[config.mk]
export PLATFORM = sky130hd
export DESIGN_NAME = sm_xbee_msg_transmitter_flat
export DESIGN_NICKNAME = d
export VERILOG_FILES = /design/src/rtl/sm_xbee_pkg.sv /design/src/rtl/sm_xbee_msg_transmitter_if.sv /design/src/rtl/sm_uart_tx_byte.sv /design/src/rtl/sm_xbee_msg_transmitter.sv /design/src/flat_wrapper.sv
export SDC_FILE = /design/constraint.sdc
export NUM_CORES = 1
export LEC_CHECK = 0
export BUFFER_PORTS_ARGS = -buffer_cell sky130_fd_sc_hd__buf_2
export CAP_MARGIN = 10
export CORE_MARGIN = 2
export CORE_UTILIZATION = 30
export CTS_BUF_LIST = sky130_fd_sc_hd__clkbuf_16
export DETAILED_ROUTE_END_ITERATION = 10
export GPL_ROUTABILITY_DRIVEN = 0
export GPL_TIMING_DRIVEN = 0
export PLACE_DENSITY = 0.49
export SYNTH_ARGS = -nofsm -noshare
export SYNTH_HDL_FRONTEND = slang
export SYNTH_SLANG_ARGS = --single-unit
[constraint.sdc]
create_clock -name clk_50m -period 3.2 [get_ports clk_50m]
set_input_delay 0.64 -clock clk_50m [delete_from_list [all_inputs] [get_ports clk_50m]]
set_output_delay 0.64 -clock clk_50m [all_outputs]
set_load 0.02 [all_outputs]
[src/rtl/sm_xbee_pkg.sv]
// Shared encodings for the Xbee link: ASCII constants, input code maps,
// per-type message lengths and the character table both link ends agree on.
package sm_xbee_pkg;

  localparam int CPB = 434;

  typedef enum logic [1:0] {MSG_SI = 2'd0, MSG_SPIM = 2'd1, MSG_SDM = 2'd2, MSG_RSVD = 2'd3} msg_type_e;
  typedef enum logic [1:0] {COL_N = 2'd0, COL_R = 2'd1, COL_B = 2'd2, COL_G = 2'd3} color_e;
  typedef enum logic [1:0] {FLD_MT = 2'd0, FLD_PP = 2'd1, FLD_VG = 2'd2, FLD_NG = 2'd3} field_e;
  typedef enum logic [1:0] {TX_IDLE = 2'd0, TX_START = 2'd1, TX_DATA = 2'd2, TX_STOP = 2'd3} tx_state_e;

  localparam logic [7:0] ASC_DASH = 8'h2D;
  localparam logic [7:0] ASC_HASH = 8'h23;
  localparam logic [7:0] ASC_0    = 8'h30;
  localparam logic [7:0] ASC_B    = 8'h42;
  localparam logic [7:0] ASC_D    = 8'h44;
  localparam logic [7:0] ASC_G    = 8'h47;
  localparam logic [7:0] ASC_I    = 8'h49;
  localparam logic [7:0] ASC_M    = 8'h4D;
  localparam logic [7:0] ASC_N    = 8'h4E;
  localparam logic [7:0] ASC_P    = 8'h50;
  localparam logic [7:0] ASC_R    = 8'h52;
  localparam logic [7:0] ASC_S    = 8'h53;
  localparam logic [7:0] ASC_T    = 8'h54;
  localparam logic [7:0] ASC_V    = 8'h56;
  localparam logic [7:0] ASC_LC_I = 8'h69;

  localparam logic [3:0] LEN_SI   = 4'd6;
  localparam logic [3:0] LEN_SPIM = 4'd11;
  localparam logic [3:0] LEN_SDM  = 4'd8;

  function automatic logic [3:0] msg_len(input logic [1:0] t);
    case (msg_type_e'(t))
      MSG_SI:   return LEN_SI;
      MSG_SPIM: return LEN_SPIM;
      MSG_SDM:  return LEN_SDM;
      default:  return 4'd1;
    endcase
  endfunction

  function automatic logic [7:0] color_char(input logic [1:0] c);
    case (color_e'(c))
      COL_N:   return ASC_N;
      COL_R:   return ASC_R;
      COL_B:   return ASC_B;
      default: return ASC_G;
    endcase
  endfunction

  function automatic logic [7:0] field_char(input logic [1:0] f, input logic second);
    case (field_e'(f))
      FLD_MT:  return second ? ASC_T : ASC_M;
      FLD_PP:  return ASC_P;
      FLD_VG:  return second ? ASC_G : ASC_V;
      default: return second ? ASC_G : ASC_N;
    endcase
  endfunction

  function automatic logic [7:0] msg_char(input logic [1:0] t, input logic [1:0] n,
                                          input logic [1:0] c, input logic [1:0] f,
                                          input logic [3:0] idx);
    logic [7:0] ch;
    ch = ASC_HASH;
    case (msg_type_e'(t))
      MSG_SI: begin
        case (idx)
          4'd0:    ch = ASC_S;
          4'd1:    ch = ASC_I;
          4'd3:    ch = ASC_0 + {6'd0, n};
          4'd2, 4'd4: ch = ASC_DASH;
          default: ch = ASC_HASH;
        endcase
      end
      MSG_SPIM: begin
        case (idx)
          4'd0:    ch = ASC_S;
          4'd1:    ch = ASC_P;
          4'd2:    ch = ASC_LC_I;
          4'd3:    ch = ASC_M;
          4'd5:    ch = color_char(c);
          4'd7:    ch = field_char(f, 1'b0);
          4'd8:    ch = field_char(f, 1'b1);
          4'd4, 4'd6, 4'd9: ch = ASC_DASH;
          default: ch = ASC_HASH;
        endcase
      end
      MSG_SDM: begin
        case (idx)
          4'd0:    ch = ASC_S;
          4'd1:    ch = ASC_D;
          4'd2:    ch = ASC_M;
          4'd4:    ch = field_char(f, 1'b0);
          4'd5:    ch = field_char(f, 1'b1);
          4'd3, 4'd6: ch = ASC_DASH;
          default: ch = ASC_HASH;
        endcase
      end
      default: ch = ASC_HASH;
    endcase
    return ch;
  endfunction

endpackage

[src/rtl/sm_xbee_msg_transmitter_if.sv]
// Request/status bundle between the task FSM (master) and the transmitter (slave).
interface sm_xbee_msg_transmitter_if;
  logic       start;
  logic [1:0] msg_type;
  logic [1:0] node_si;
  logic [1:0] color;
  logic [1:0] field;
  logic       tx;
  logic       tx_busy;
  logic       tx_complete;

  modport master (output start, msg_type, node_si, color, field,
                  input  tx, tx_busy, tx_complete);
  modport slave  (input  start, msg_type, node_si, color, field,
                  output tx, tx_busy, tx_complete);
endinterface

[src/rtl/sm_uart_tx_byte.sv]
// 8N1 byte serialiser; done_o marks the last cycle of the stop bit so the
// caller can chain the next byte with no idle gap.
module sm_uart_tx_byte
  import sm_xbee_pkg::*;
#(
  parameter int CPB = sm_xbee_pkg::CPB
) (
  input  logic       clk_50m,
  input  logic       rst_n,
  input  logic       load_i,
  input  logic [7:0] data_i,
  output logic       tx_o,
  output logic       done_o
);
  localparam int CW = (CPB > 1) ? $clog2(CPB) : 1;
  localparam logic [CW-1:0] CNT_MAX = CW'(CPB - 1);

  tx_state_e   state_q;
  logic [CW-1:0] cnt_q;
  logic [2:0]  bit_q;
  logic [7:0]  shift_q;
  logic        tx_q;
  logic        bit_end_s;

  assign bit_end_s = (cnt_q == CNT_MAX);
  assign done_o    = (state_q == TX_STOP) && bit_end_s;
  assign tx_o      = tx_q;

  always_ff @(posedge clk_50m or negedge rst_n) begin
    if (!rst_n) begin
      state_q <= TX_IDLE;
      cnt_q   <= '0;
      bit_q   <= 3'd0;
      shift_q <= 8'd0;
      tx_q    <= 1'b1;
    end else begin
      case (state_q)
        TX_IDLE: begin
          cnt_q <= '0;
          bit_q <= 3'd0;
          if (load_i) begin
            state_q <= TX_START;
            shift_q <= data_i;
            tx_q    <= 1'b0;
          end else begin
            tx_q <= 1'b1;
          end
        end
        TX_START: begin
          if (bit_end_s) begin
            cnt_q   <= '0;
            state_q <= TX_DATA;
            tx_q    <= shift_q[0];
            shift_q <= {1'b0, shift_q[7:1]};
          end else begin
            cnt_q <= cnt_q + CW'(1);
          end
        end
        TX_DATA: begin
          if (bit_end_s) begin
            cnt_q <= '0;
            if (bit_q == 3'd7) begin
              state_q <= TX_STOP;
              bit_q   <= 3'd0;
              tx_q    <= 1'b1;
            end else begin
              bit_q   <= bit_q + 3'd1;
              tx_q    <= shift_q[0];
              shift_q <= {1'b0, shift_q[7:1]};
            end
          end else begin
            cnt_q <= cnt_q + CW'(1);
          end
        end
        TX_STOP: begin
          if (bit_end_s) begin
            cnt_q <= '0;
            // Chained byte: start bit follows the stop bit directly.
            if (load_i) begin
              state_q <= TX_START;
              shift_q <= data_i;
              tx_q    <= 1'b0;
            end else begin
              state_q <= TX_IDLE;
              tx_q    <= 1'b1;
            end
          end else begin
            cnt_q <= cnt_q + CW'(1);
          end
        end
        default: begin
          state_q <= TX_IDLE;
          cnt_q   <= '0;
          tx_q    <= 1'b1;
        end
      endcase
    end
  end
endmodule

[src/rtl/sm_xbee_msg_transmitter.sv]
// Xbee status-message transmitter: latches a request, walks the message
// characters and feeds them back-to-back into the byte serialiser.
module sm_xbee_msg_transmitter
  import sm_xbee_pkg::*;
#(
  parameter int CPB = sm_xbee_pkg::CPB
) (
  input  logic clk_50m,
  input  logic rst_n,
  sm_xbee_msg_transmitter_if.slave bus
);
  logic [1:0] type_q, node_q, color_q, field_q;
  logic [3:0] idx_q, idx_d;
  logic       busy_q, complete_q;
  logic       accept_s, more_s, byte_done_s, load_s, tx_s;
  logic [7:0] byte_s;

  // A reserved type or SI without a node number is dropped silently.
  assign accept_s = bus.start && !busy_q && (bus.msg_type != 2'd3) &&
                    !((bus.msg_type == 2'd0) && (bus.node_si == 2'd0));
  assign idx_d    = idx_q + 4'd1;
  assign more_s   = (idx_d != msg_len(type_q));
  assign load_s   = accept_s || (byte_done_s && more_s);
  assign byte_s   = accept_s ? msg_char(bus.msg_type, bus.node_si, bus.color, bus.field, 4'd0)
                             : msg_char(type_q, node_q, color_q, field_q, idx_d);

  sm_uart_tx_byte #(.CPB(CPB)) u_byte (
    .clk_50m (clk_50m),
    .rst_n   (rst_n),
    .load_i  (load_s),
    .data_i  (byte_s),
    .tx_o    (tx_s),
    .done_o  (byte_done_s)
  );

  always_ff @(posedge clk_50m or negedge rst_n) begin
    if (!rst_n) begin
      type_q     <= 2'd0;
      node_q     <= 2'd0;
      color_q    <= 2'd0;
      field_q    <= 2'd0;
      idx_q      <= 4'd0;
      busy_q     <= 1'b0;
      complete_q <= 1'b0;
    end else begin
      complete_q <= 1'b0;
      if (accept_s) begin
        type_q  <= bus.msg_type;
        node_q  <= bus.node_si;
        color_q <= bus.color;
        field_q <= bus.field;
        idx_q   <= 4'd0;
        busy_q  <= 1'b1;
      end else if (byte_done_s) begin
        if (more_s) begin
          idx_q <= idx_d;
        end else begin
          idx_q      <= 4'd0;
          busy_q     <= 1'b0;
          complete_q <= 1'b1;
        end
      end else begin
        idx_q <= idx_q;
      end
    end
  end

  assign bus.tx          = tx_s;
  assign bus.tx_busy     = busy_q;
  assign bus.tx_complete = complete_q;
endmodule
[src/flat_wrapper.sv]
// flat-port wrapper written by rule: the top's interface ports become plain ports
module sm_xbee_msg_transmitter_flat import sm_xbee_pkg::*;
#(
  parameter int CPB = sm_xbee_pkg::CPB
)
  (clk_50m, rst_n, bus_start, bus_msg_type, bus_node_si, bus_color, bus_field, bus_tx, bus_tx_busy, bus_tx_complete);
  sm_xbee_msg_transmitter_if bus_i ();
  input  logic clk_50m;
  input  logic rst_n;
  input wire logic [$bits(bus_i.start)-1:0] bus_start;
  input wire logic [$bits(bus_i.msg_type)-1:0] bus_msg_type;
  input wire logic [$bits(bus_i.node_si)-1:0] bus_node_si;
  input wire logic [$bits(bus_i.color)-1:0] bus_color;
  input wire logic [$bits(bus_i.field)-1:0] bus_field;
  output wire logic [$bits(bus_i.tx)-1:0] bus_tx;
  output wire logic [$bits(bus_i.tx_busy)-1:0] bus_tx_busy;
  output wire logic [$bits(bus_i.tx_complete)-1:0] bus_tx_complete;
  assign bus_i.start = bus_start;
  assign bus_i.msg_type = bus_msg_type;
  assign bus_i.node_si = bus_node_si;
  assign bus_i.color = bus_color;
  assign bus_i.field = bus_field;
  assign bus_tx = bus_i.tx;
  assign bus_tx_busy = bus_i.tx_busy;
  assign bus_tx_complete = bus_i.tx_complete;
  sm_xbee_msg_transmitter #(.CPB(CPB)) u_core (.clk_50m(clk_50m), .rst_n(rst_n), .bus(bus_i));
endmodule
==> flow_metrics.env, run 1 <==
export IMPL_cpPeakStageDelay_ns=0.52
export IMPL_power_density_nw_per_um2=371
export IMPL_async_flop_share_pct=100
export IMPL_synth_top_area_cell="dfrtp_1"
export IMPL_slowest_stage="dfrtp_1"
export IMPL_core_um2=9820
export IMPL_fmax_mhz=342
export IMPL_drt_wl_total_mm=8.01
export IMPL_path_cells="ha_1, buf_2, xnor2_1, buf_1, mux2i_1, a221o_1, a2111oi_0, a2bb2oi_1, a21oi_1"
export IMPL_cts_path_max_buffers=2
export IMPL_drive_gt1_share_pct=11.8
export IMPL_drt_iter0_drc=170
export IMPL_mostFrequentLayoutCells="nand2_1, dfrtp_1, o21ai_0"
export IMPL_chipWidth_um=105
export IMPL_post_route_period_util_pct=91.5
export IMPL_area_growth_pct=12.2
export IMPL_grt_start_max_net_pins=37
export IMPL_cp_top_family="compound AO/OA/AOI/OAI gates"
export IMPL_synth_area_um2=3060
export IMPL_holdCritPathClass="input pin to asynchronous set/reset pin"
export IMPL_finClkSkew_ns=0.00471
export IMPL_syn_nets=406
export IMPL_setup_viol=0
export IMPL_antenna_found_initial=0
export IMPL_cp_buffers_inverters=2
export IMPL_wire_per_inst_um=15.3
export IMPL_cap_violations=0
export IMPL_clock_latency_ns=0.28
export IMPL_synth_top_area_share_pct=28.7
export IMPL_place_area_um2=3290
export IMPL_ys_types=73
export IMPL_ant_nets=0
export IMPL_synthFlopType="dfrtp_1"
export IMPL_grt_pass1_wl_mm=13.4
export IMPL_status="finished clean"
export IMPL_criticalPathCategory="flop to flop"
export IMPL_finalHoldViolations=0
export IMPL_fin_ws_ns=0.274
export IMPL_rsz0062_at_grt="no"
export IMPL_track_usage_pct=15.0
export IMPL_tightest_slew_ns=0.834
export IMPL_required_ns=3.37
export IMPL_fin_area_um2=3430
export IMPL_die_height_um=105
export IMPL_cp_end_kind="flop"
export IMPL_vias=2820
export IMPL_finalMaxSlewViolations=0
export IMPL_crit_arrival_ns=3.10
export IMPL_yosysSeqAreaShare_pct=29.5
export IMPL_vias_per_cell=5.40
export IMPL_diodes=0
export IMPL_start_kind="flop"
export IMPL_layout_commonest_cell="nand2_1"
export IMPL_synth_edf_count=0
export IMPL_overflow=0
export IMPL_power_leakage_nw=1.46
export IMPL_ctsHoldBuffers=0
export IMPL_drcViolationCount=0
export IMPL_cts_setup_buffers=0
export IMPL_cts_buffers=5
export IMPL_cts_tree="yes"
export IMPL_setup_tns_final_ns=0
export IMPL_htreeDepth=2
export IMPL_grt_pass1_vias=2701
export IMPL_netlist_top_cells_area="dfrtp_1, ha_1, o21ai_0"
export IMPL_start_util_pct=31.1
export IMPL_slew_headroom_pct=44.4
export IMPL_syn_avg_cell_area_um2=8.30
export IMPL_fin_crit_ns=2.93
export IMPL_rows=36
export IMPL_io_buffers=13
export IMPL_ys_ff_latch=36
export IMPL_postSynthCellCount=368
export IMPL_cts_root_buf="clkbuf_16"
export IMPL_place_ws_ns=0.269
export IMPL_die_area_um2=11000
export IMPL_drt_first_pass_iters=5
export IMPL_path_max_fanout=10
export IMPL_clk_pin_slew_ns=0.06
export IMPL_cts_sinks=36
export IMPL_cts_resized_gates=0
export IMPL_hpwl_mm=6.04
export IMPL_ir_drop_uv=261
export IMPL_ios=14
export IMPL_nets=426
export IMPL_yosysWarnings=0
## final cells by class
type	instances	area (µm²)
flip-flops and latches	36	902
clock buffers	5	125
multi-input cells	292	1980
well taps	133	166
plain buffers	20	95.1
fillers	1078	6390
repair buffers	13	65.1
inverters	20	75.1
clock inverters	3	17.5
## power breakdown
group	leakage, nW	switching (W)	total [W]	internal (W)
registers	0.451	0.0000133	0.000480	0.000467
clock network	0.0716	0.000199	0.000487	0.000287
logic	0.942	0.000190	0.000304	0.000114
## Yosys cell counts, types with 7 or more instances
cell / n
nor2_1: 28
nor2b_1: 7
a21oi_1: 25
clkbuf_1: 14
inv_1: 20
and3_1: 7
nor3_1: 7
ha_1: 27
o22ai_1: 8
o21ai_0: 33
nand3_1: 10
dfrtp_1: 35
nand2_1: 36
## final timing paths
kind | from | to | slack (ns) | cells past startpoint
max in group asynchronous | rst_n | u_core.field_q[1]$_DFFE_PN0P_ | 2.22 | 1
hold / removal | rst_n | u_core.u_byte.cnt_q[3]$_DFF_PN0_ | 0.46 | 1
setup reg to reg | u_core.idx_q[1]$_DFFE_PN0P_ | u_core.u_byte.shift_q[5]$_DFFE_PN0P_ | 0.27 | 9
hold reg to reg | u_core.u_byte.cnt_q[0]$_DFF_PN0_ | u_core.u_byte.cnt_q[0]$_DFF_PN0_ | 0.48 | 1
min in group clk_50m | u_core.u_byte.cnt_q[0]$_DFF_PN0_ | u_core.u_byte.cnt_q[0]$_DFF_PN0_ | 0.48 | 1
setup / recovery | u_core.idx_q[1]$_DFFE_PN0P_ | u_core.u_byte.shift_q[5]$_DFFE_PN0P_ | 0.27 | 9
## cell families (layout without fill, tap and decap cells)
group	after synthesis	count (layout)	synth area share [%]
simple gates	125	125	21.0
compound gates	121	121	26.3
buf+inv	40	61	5.57
flops	36	36	29.5
fa+ha+maj	27	27	11.1
xor+xnor	11	11	3.60
mux	8	8	2.91
## stage by stage
stage | cells | util [%] | hold WS [ns] | total power [W]
after floorplan | 368 | - | 0.344 | 0.000704
after global placement | 514 | 33.5 | 0.479 | 0.000789
after detailed placement | 514 | 33.5 | 0.477 | 0.000787
after CTS | 522 | 34.9 | 0.492 | 0.00128
after global routing | 522 | 34.9 | 0.520 | 0.00134
final | 522 | 34.9 | 0.458 | 0.00127
## registers in the layout (all words and copies together) (netlist names), 2 cells and up
| register | cells |
|---|---|
| u_core.field_q | 2 |
| u_core.u_byte.shift_q | 7 |
| u_core.node_q | 2 |
| u_core.type_q | 2 |
| u_core.u_byte.cnt_q | 9 |
| u_core.u_byte.bit_q | 3 |
| u_core.color_q | 2 |
| u_core.idx_q | 4 |
| u_core.u_byte.state_q | 2 |
## layer usage
| layer | track usage, % | share of wire (%) |
|---|---|---|
| met1 | 20.4 | 46 |
| met2 | 25.1 | 48 |
| met3 | 1.93 | 5.4 |
| met4 | 3.62 | 1.0 |
| met5 | 0 | 0 |
Note: power is estimated with default switching activity, not from simulation.
==> run 2: changes to the inputs <==
--- a/config.mk
+++ b/config.mk
@@ -8,12 +8,12 @@
 export BUFFER_PORTS_ARGS = -buffer_cell sky130_fd_sc_hd__buf_2
 export CAP_MARGIN = 10
 export CORE_MARGIN = 2
-export CORE_UTILIZATION = 30
+export CORE_UTILIZATION = 35
 export CTS_BUF_LIST = sky130_fd_sc_hd__clkbuf_16
 export DETAILED_ROUTE_END_ITERATION = 10
 export GPL_ROUTABILITY_DRIVEN = 0
 export GPL_TIMING_DRIVEN = 0
-export PLACE_DENSITY = 0.49
+export PLACE_DENSITY = 0.54
 export SYNTH_ARGS = -nofsm -noshare
 export SYNTH_HDL_FRONTEND = slang
 export SYNTH_SLANG_ARGS = --single-unit
==> flow_metrics.env, run 2 (synthesis results as in run 1) <==
export IMPL_status="finished clean"
export IMPL_fin_area_um2=3400
export IMPL_finalHoldViolations=0
export IMPL_ctsHoldBuffers=0
export IMPL_fin_crit_ns=3.00
export IMPL_antenna_found_initial=0
export IMPL_cts_tree="yes"
export IMPL_p_int_w=0.000866
export IMPL_clkPwrFrac_pct=38.0
export IMPL_grt_pass1_wl_mm=13.2
export IMPL_die_height_um=97.4
export IMPL_track_usage_pct=16.9
export IMPL_slowest_stage="dfrtp_1"
export IMPL_clock_latency_ns=0.28
export IMPL_criticalPathCategory="flop to flop"
export IMPL_tightest_slew_ns=0.844
export IMPL_drt_wl_total_mm=7.92
export IMPL_multi_input_comb_area_um2=1980
export IMPL_power_switching_w=0.000399
export IMPL_cts_buffers=5
export IMPL_path_cells="ha_1, buf_2, xnor2_1, clkbuf_1, mux2i_1, a221o_1, a2111oi_0, o221a_2, a21oi_1"
export IMPL_power_leakage_nw=1.47
export IMPL_path_max_fanout=10
export IMPL_post_route_period_util_pct=93.8
export IMPL_start_util_pct=35.6
export IMPL_largest_reg_flops=9
export IMPL_wire_per_inst_um=15.9
export IMPL_overflow=0
export IMPL_io_buffers=13
export IMPL_diodes=0
export IMPL_drt_iter0_drc=323
export IMPL_nets=426
export IMPL_place_area_um2=3260
export IMPL_reg_top3="u_core.u_byte.cnt_q x9, u_core.u_byte.shift_q x7, u_core.idx_q x4"
export IMPL_cpPeakStageDelay_ns=0.51
export IMPL_layout_commonest_cell="nand2_1"
export IMPL_cp_depth=9
export IMPL_area_growth_pct=11.2
export IMPL_grt_pass1_vias=2653
export IMPL_setup_viol=0
export IMPL_chipWidth_um=97.4
export IMPL_cp_end_kind="flop"
export IMPL_seq_area_um2=902
export IMPL_regMostFlops="u_core.u_byte.cnt_q"
export IMPL_finalMaxSlewViolations=0
export IMPL_ios=14
export IMPL_cts_sinks=36
export IMPL_slew_headroom_pct=43.7
export IMPL_drive_gt1_share_pct=11.6
export IMPL_place_ws_ns=0.250
export IMPL_grt_start_max_net_pins=37
export IMPL_pwr_share_seq_pct=37.9
export IMPL_cts_path_max_buffers=2
export IMPL_fillCellCount=897
export IMPL_fmax_mhz=333
export IMPL_cts_resized_gates=0
export IMPL_hpwl_mm=5.88
export IMPL_fin_ws_ns=0.200
export IMPL_drt_first_pass_iters=5
export IMPL_vias_per_cell=5.64
export IMPL_cp_buffers_inverters=2
export IMPL_cts_root_buf="clkbuf_16"
export IMPL_htreeDepth=2
export IMPL_p_sw_share_pct=31.5
export IMPL_ant_nets=0
export IMPL_rows=34
export IMPL_mostFrequentLayoutCells="nand2_1, dfrtp_1, o21ai_0"
export IMPL_vias=2802
export IMPL_reg2regPathDepth=9
export IMPL_cap_violations=0
export IMPL_die_area_um2=9490
export IMPL_clk_pin_slew_ns=0.06
export IMPL_power_density_nw_per_um2=372
export IMPL_rsz0062_at_grt="no"
export IMPL_power_frac_comb_pct=24.1
export IMPL_ir_drop_uv=236
export IMPL_cts_setup_buffers=0
export IMPL_setup_tns_final_ns=0
export IMPL_crit_arrival_ns=3.16
export IMPL_drcViolationCount=0
export IMPL_holdWs_ns=0.466
export IMPL_finClkSkew_ns=0.00599
export IMPL_start_kind="flop"
export IMPL_holdCritPathClass="input pin to asynchronous set/reset pin"
export IMPL_core_um2=8590
export IMPL_cp_top_family="compound AO/OA/AOI/OAI gates"
export IMPL_required_ns=3.35
[run 2: changes by cell type in the layout (fill, tap and decap cells not counted)]
cell / change
buf_1: -1
clkinv_4: +1
inv_6: -1
clkinv_2: -1
inv_1: +2
clkinv_1: -1
clkbuf_1: +1
[run 2: final timing paths]
| path | from | endpoint | slack, ns |
|---|---|---|---|
| max | u_core.idx_q[1]$_DFFE_PN0P_ | u_core.u_byte.shift_q[0]$_DFFE_PN0P_ | 0.20 |
| min | rst_n | u_core.u_byte.cnt_q[3]$_DFF_PN0_ | 0.47 |
| max reg2reg | u_core.idx_q[1]$_DFFE_PN0P_ | u_core.u_byte.shift_q[0]$_DFFE_PN0P_ | 0.20 |
| min reg2reg | u_core.u_byte.tx_o$_DFFE_PN1P_ | u_core.u_byte.tx_o$_DFFE_PN1P_ | 0.49 |
| max in group asynchronous | rst_n | u_core.field_q[0]$_DFFE_PN0P_ | 2.20 |
| min in group clk_50m | u_core.u_byte.tx_o$_DFFE_PN1P_ | u_core.u_byte.tx_o$_DFFE_PN1P_ | 0.49 |
[run 2: power by group through the flow]
stage | clock [W] | combinational, W | sequential, W
after detailed placement | 0 | 0.000297 | 0.000488
after floorplan | 0 | 0.000220 | 0.000484
after CTS | 0.000494 | 0.000299 | 0.000480
after global routing | 0.000520 | 0.000336 | 0.000482
final | 0.000480 | 0.000305 | 0.000480
after global placement | 0 | 0.000299 | 0.000487
[run 2: routing by layer]
| layer | up-vias | track usage [%] | wire length, µm |
|---|---|---|---|
| met3 | 8 | 2.66 | 330 |
| met2 | 78 | 27.8 | 3780 |
| met1 | 1341 | 23.7 | 3730 |
| li1 | 1375 | - | - |
| met4 | 0 | 3.31 | 80 |
| met5 | - | 0 | 0 |
[run 2: final cells by class]
type	count	area share (%)
clock inverter	3	0.479
timing repair buffer	13	1.92
sequential	36	26.6
tap	108	3.98
multi-input combinational	292	58.4
clock buffer	5	3.68
buffer	20	2.80
inverter	20	2.21
[run 2: worst register-to-register path, delay by kind of cell (launching register included)]
family / cells / cell delay, ns
adders and majority gates: 1 / 0.24
xor gates and xnor gates: 1 / 0.31
muxes: 1 / 0.15
AOI/OAI and AO/OA: 4 / 1.09
buffers and inverters: 2 / 0.57
DFF: 1 / 0.51
[run 2: stage by stage]
step           power [W]  instances  util (%)
2_1_floorplan   0.000704        368         -
3_3_place_gp    0.000786        489      37.9
3_5_place_dp    0.000785        489      37.9
4_1_cts          0.00127        497      39.5
5_1_grt          0.00134        497      39.5
6_report         0.00126        497      39.5
==> run 3: changes to the inputs <==
--- a/config.mk
+++ b/config.mk
@@ -8,12 +8,12 @@
 export BUFFER_PORTS_ARGS = -buffer_cell sky130_fd_sc_hd__buf_2
 export CAP_MARGIN = 10
 export CORE_MARGIN = 2
-export CORE_UTILIZATION = 35
+export CORE_UTILIZATION = 55
 export CTS_BUF_LIST = sky130_fd_sc_hd__clkbuf_16
 export DETAILED_ROUTE_END_ITERATION = 10
 export GPL_ROUTABILITY_DRIVEN = 0
 export GPL_TIMING_DRIVEN = 0
-export PLACE_DENSITY = 0.54
+export PLACE_DENSITY = 0.77
 export SYNTH_ARGS = -nofsm -noshare
 export SYNTH_HDL_FRONTEND = slang
 export SYNTH_SLANG_ARGS = --single-unit
==> flow_metrics.env, run 3 (synthesis results as in run 1) <==
export IMPL_status="finished clean"
export IMPL_place_inst=453
export IMPL_power_frac_comb_pct=24.4
export IMPL_rows=27
export IMPL_cts_buffers=5
export IMPL_pwr_share_seq_pct=38.6
export IMPL_drt_first_pass_iters=6
export IMPL_cap_violations=0
export IMPL_vias_per_cell=6.26
export IMPL_p_sw_share_pct=30.5
export IMPL_ios=14
export IMPL_tightest_slew_ns=0.803
export IMPL_power_density_nw_per_um2=371
export IMPL_antenna_found_initial=0
export IMPL_fin_crit_ns=3.02
export IMPL_path_max_fanout=10
export IMPL_fmax_mhz=331
export IMPL_start_kind="flop"
export IMPL_final_cells=461
export IMPL_holdCritPathClass="input pin to asynchronous set/reset pin"
export IMPL_hpwl_mm=5.56
export IMPL_reg2regPathDepth=9
export IMPL_grt_pass1_vias=2683
export IMPL_setup_viol=0
export IMPL_io_buffers=13
export IMPL_core_um2=5440
export IMPL_die_area_um2=6170
export IMPL_reg2reg_slack_ns=0.18
export IMPL_fin_area_um2=3350
export IMPL_regMostFlops="u_core.u_byte.cnt_q"
export IMPL_htreeDepth=2
export IMPL_power_switching_w=0.000380
export IMPL_drcViolationCount=0
export IMPL_chipWidth_um=78.5
export IMPL_ir_drop_uv=332
export IMPL_diodes=0
export IMPL_power_leakage_nw=1.46
export IMPL_r2r_end="u_core.u_byte.shift_q[5]$_DFFE_PN0P_"
export IMPL_die_height_um=78.5
export IMPL_grt_pass1_wl_mm=12.8
export IMPL_mostFrequentLayoutCells="nand2_1, dfrtp_1, o21ai_0"
export IMPL_drive_gt1_share_pct=11.8
export IMPL_total_power_w=0.00124
export IMPL_nets=426
export IMPL_p_int_w=0.000864
export IMPL_cts_tree="yes"
export IMPL_reg2reg_from="u_core.idx_q[1]$_DFFE_PN0P_"
export IMPL_busiest_layer="met2"
export IMPL_wire_per_inst_um=16.4
export IMPL_clock_latency_ns=0.28
export IMPL_cts_sinks=36
export IMPL_grt_start_max_net_pins=37
export IMPL_drt_wl_total_mm=7.55
export IMPL_crit_start="u_core.idx_q[1]$_DFFE_PN0P_"
export IMPL_globalRouteMet2Util_pct=42.4
export IMPL_grt_use_met3_pct=2.99
export IMPL_finClkSkew_ns=0.00355
export IMPL_required_ns=3.36
export IMPL_area_growth_pct=9.62
export IMPL_criticalPathCategory="flop to flop"
export IMPL_layout_commonest_cell="nand2_1"
export IMPL_drt_iter0_drc=325
export IMPL_cts_root_buf="clkbuf_16"
export IMPL_slew_headroom_pct=46.5
export IMPL_place_area_um2=3210
export IMPL_post_route_period_util_pct=94.5
export IMPL_holdWs_ns=0.445
export IMPL_reg_top3="u_core.u_byte.cnt_q x9, u_core.u_byte.shift_q x7, u_core.idx_q x4"
export IMPL_cts_resized_gates=0
export IMPL_setup_tns_final_ns=0
export IMPL_cts_setup_buffers=0
export IMPL_rsz0062_at_grt="no"
export IMPL_crit_arrival_ns=3.19
export IMPL_gr_usage_met1_pct=34.9
export IMPL_clk_pin_slew_ns=0.05
export IMPL_largest_reg_flops=9
export IMPL_cts_path_max_buffers=2
export IMPL_cp_end_kind="flop"
export IMPL_finalHoldViolations=0
export IMPL_ant_nets=0
export IMPL_overflow=0
export IMPL_finalMaxSlewViolations=0
export IMPL_track_usage_pct=25.9
export IMPL_ctsHoldBuffers=0
export IMPL_clkPwrFrac_pct=37.1
export IMPL_vias=2885
export IMPL_start_util_pct=56.2
## run 3: final cells by class
cell class                 instances  area [µm²]
sequential                        36         902
fill                             454        2090
tap                               72        90.1
clock inverter                     3        13.8
multi-input combinational        292        1980
clock buffer                       5         125
buffer                            20        95.1
timing repair buffer              13        65.1
inverter                          20        75.1
## run 3: critical path: stages, from the launching register on
cell,delay (ns)
dfrtp_1,0.49
ha_1,0.23
buf_2,0.16
xnor2_1,0.28
clkbuf_1,0.39
mux2i_1,0.15
a221o_1,0.30
a2111oi_0,0.59
a2bb2oi_1,0.23
a21oi_1,0.08
## run 3: routing by layer
metal  routed length [µm]  vias up
met1                 3270     1337
met2                 3620      151
li1                     -     1371
met5                    0        -
met3                  452       26
met4                  205        0
## run 3: power groups by stage
| stage | Clock, W | Combinational, W | Sequential (W) |
|---|---|---|---|
| after detailed placement | 0 | 0.000293 | 0.000487 |
| after global placement | 0 | 0.000290 | 0.000486 |
| after floorplan | 0 | 0.000220 | 0.000484 |
| after CTS | 0.000474 | 0.000295 | 0.000479 |
| final | 0.000461 | 0.000303 | 0.000480 |
| after global routing | 0.000486 | 0.000335 | 0.000482 |
## run 3: how the worst max path moves through the flow
stage                                                 to  slack, ns  cells past startpoint
CTS                 u_core.u_byte.shift_q[5]$_DFFE_PN0P_       0.24                      9
detailed placement  u_core.u_byte.shift_q[5]$_DFFE_PN0P_       0.27                      9
floorplan           u_core.u_byte.shift_q[4]$_DFFE_PN0P_       0.73                      9
global route        u_core.u_byte.shift_q[5]$_DFFE_PN0P_       0.04                      9
finish              u_core.u_byte.shift_q[5]$_DFFE_PN0P_       0.18                      9
global placement    u_core.u_byte.shift_q[5]$_DFFE_PN0P_       0.28                      9
## run 3: per-stage QoR
step                setup slack (ns)  utilization [%]
finish                         0.176             61.6
global route                  0.0384             61.6
CTS                            0.241             61.6
detailed placement             0.266             59.0
global placement               0.277             59.0
floorplan                      0.729                -
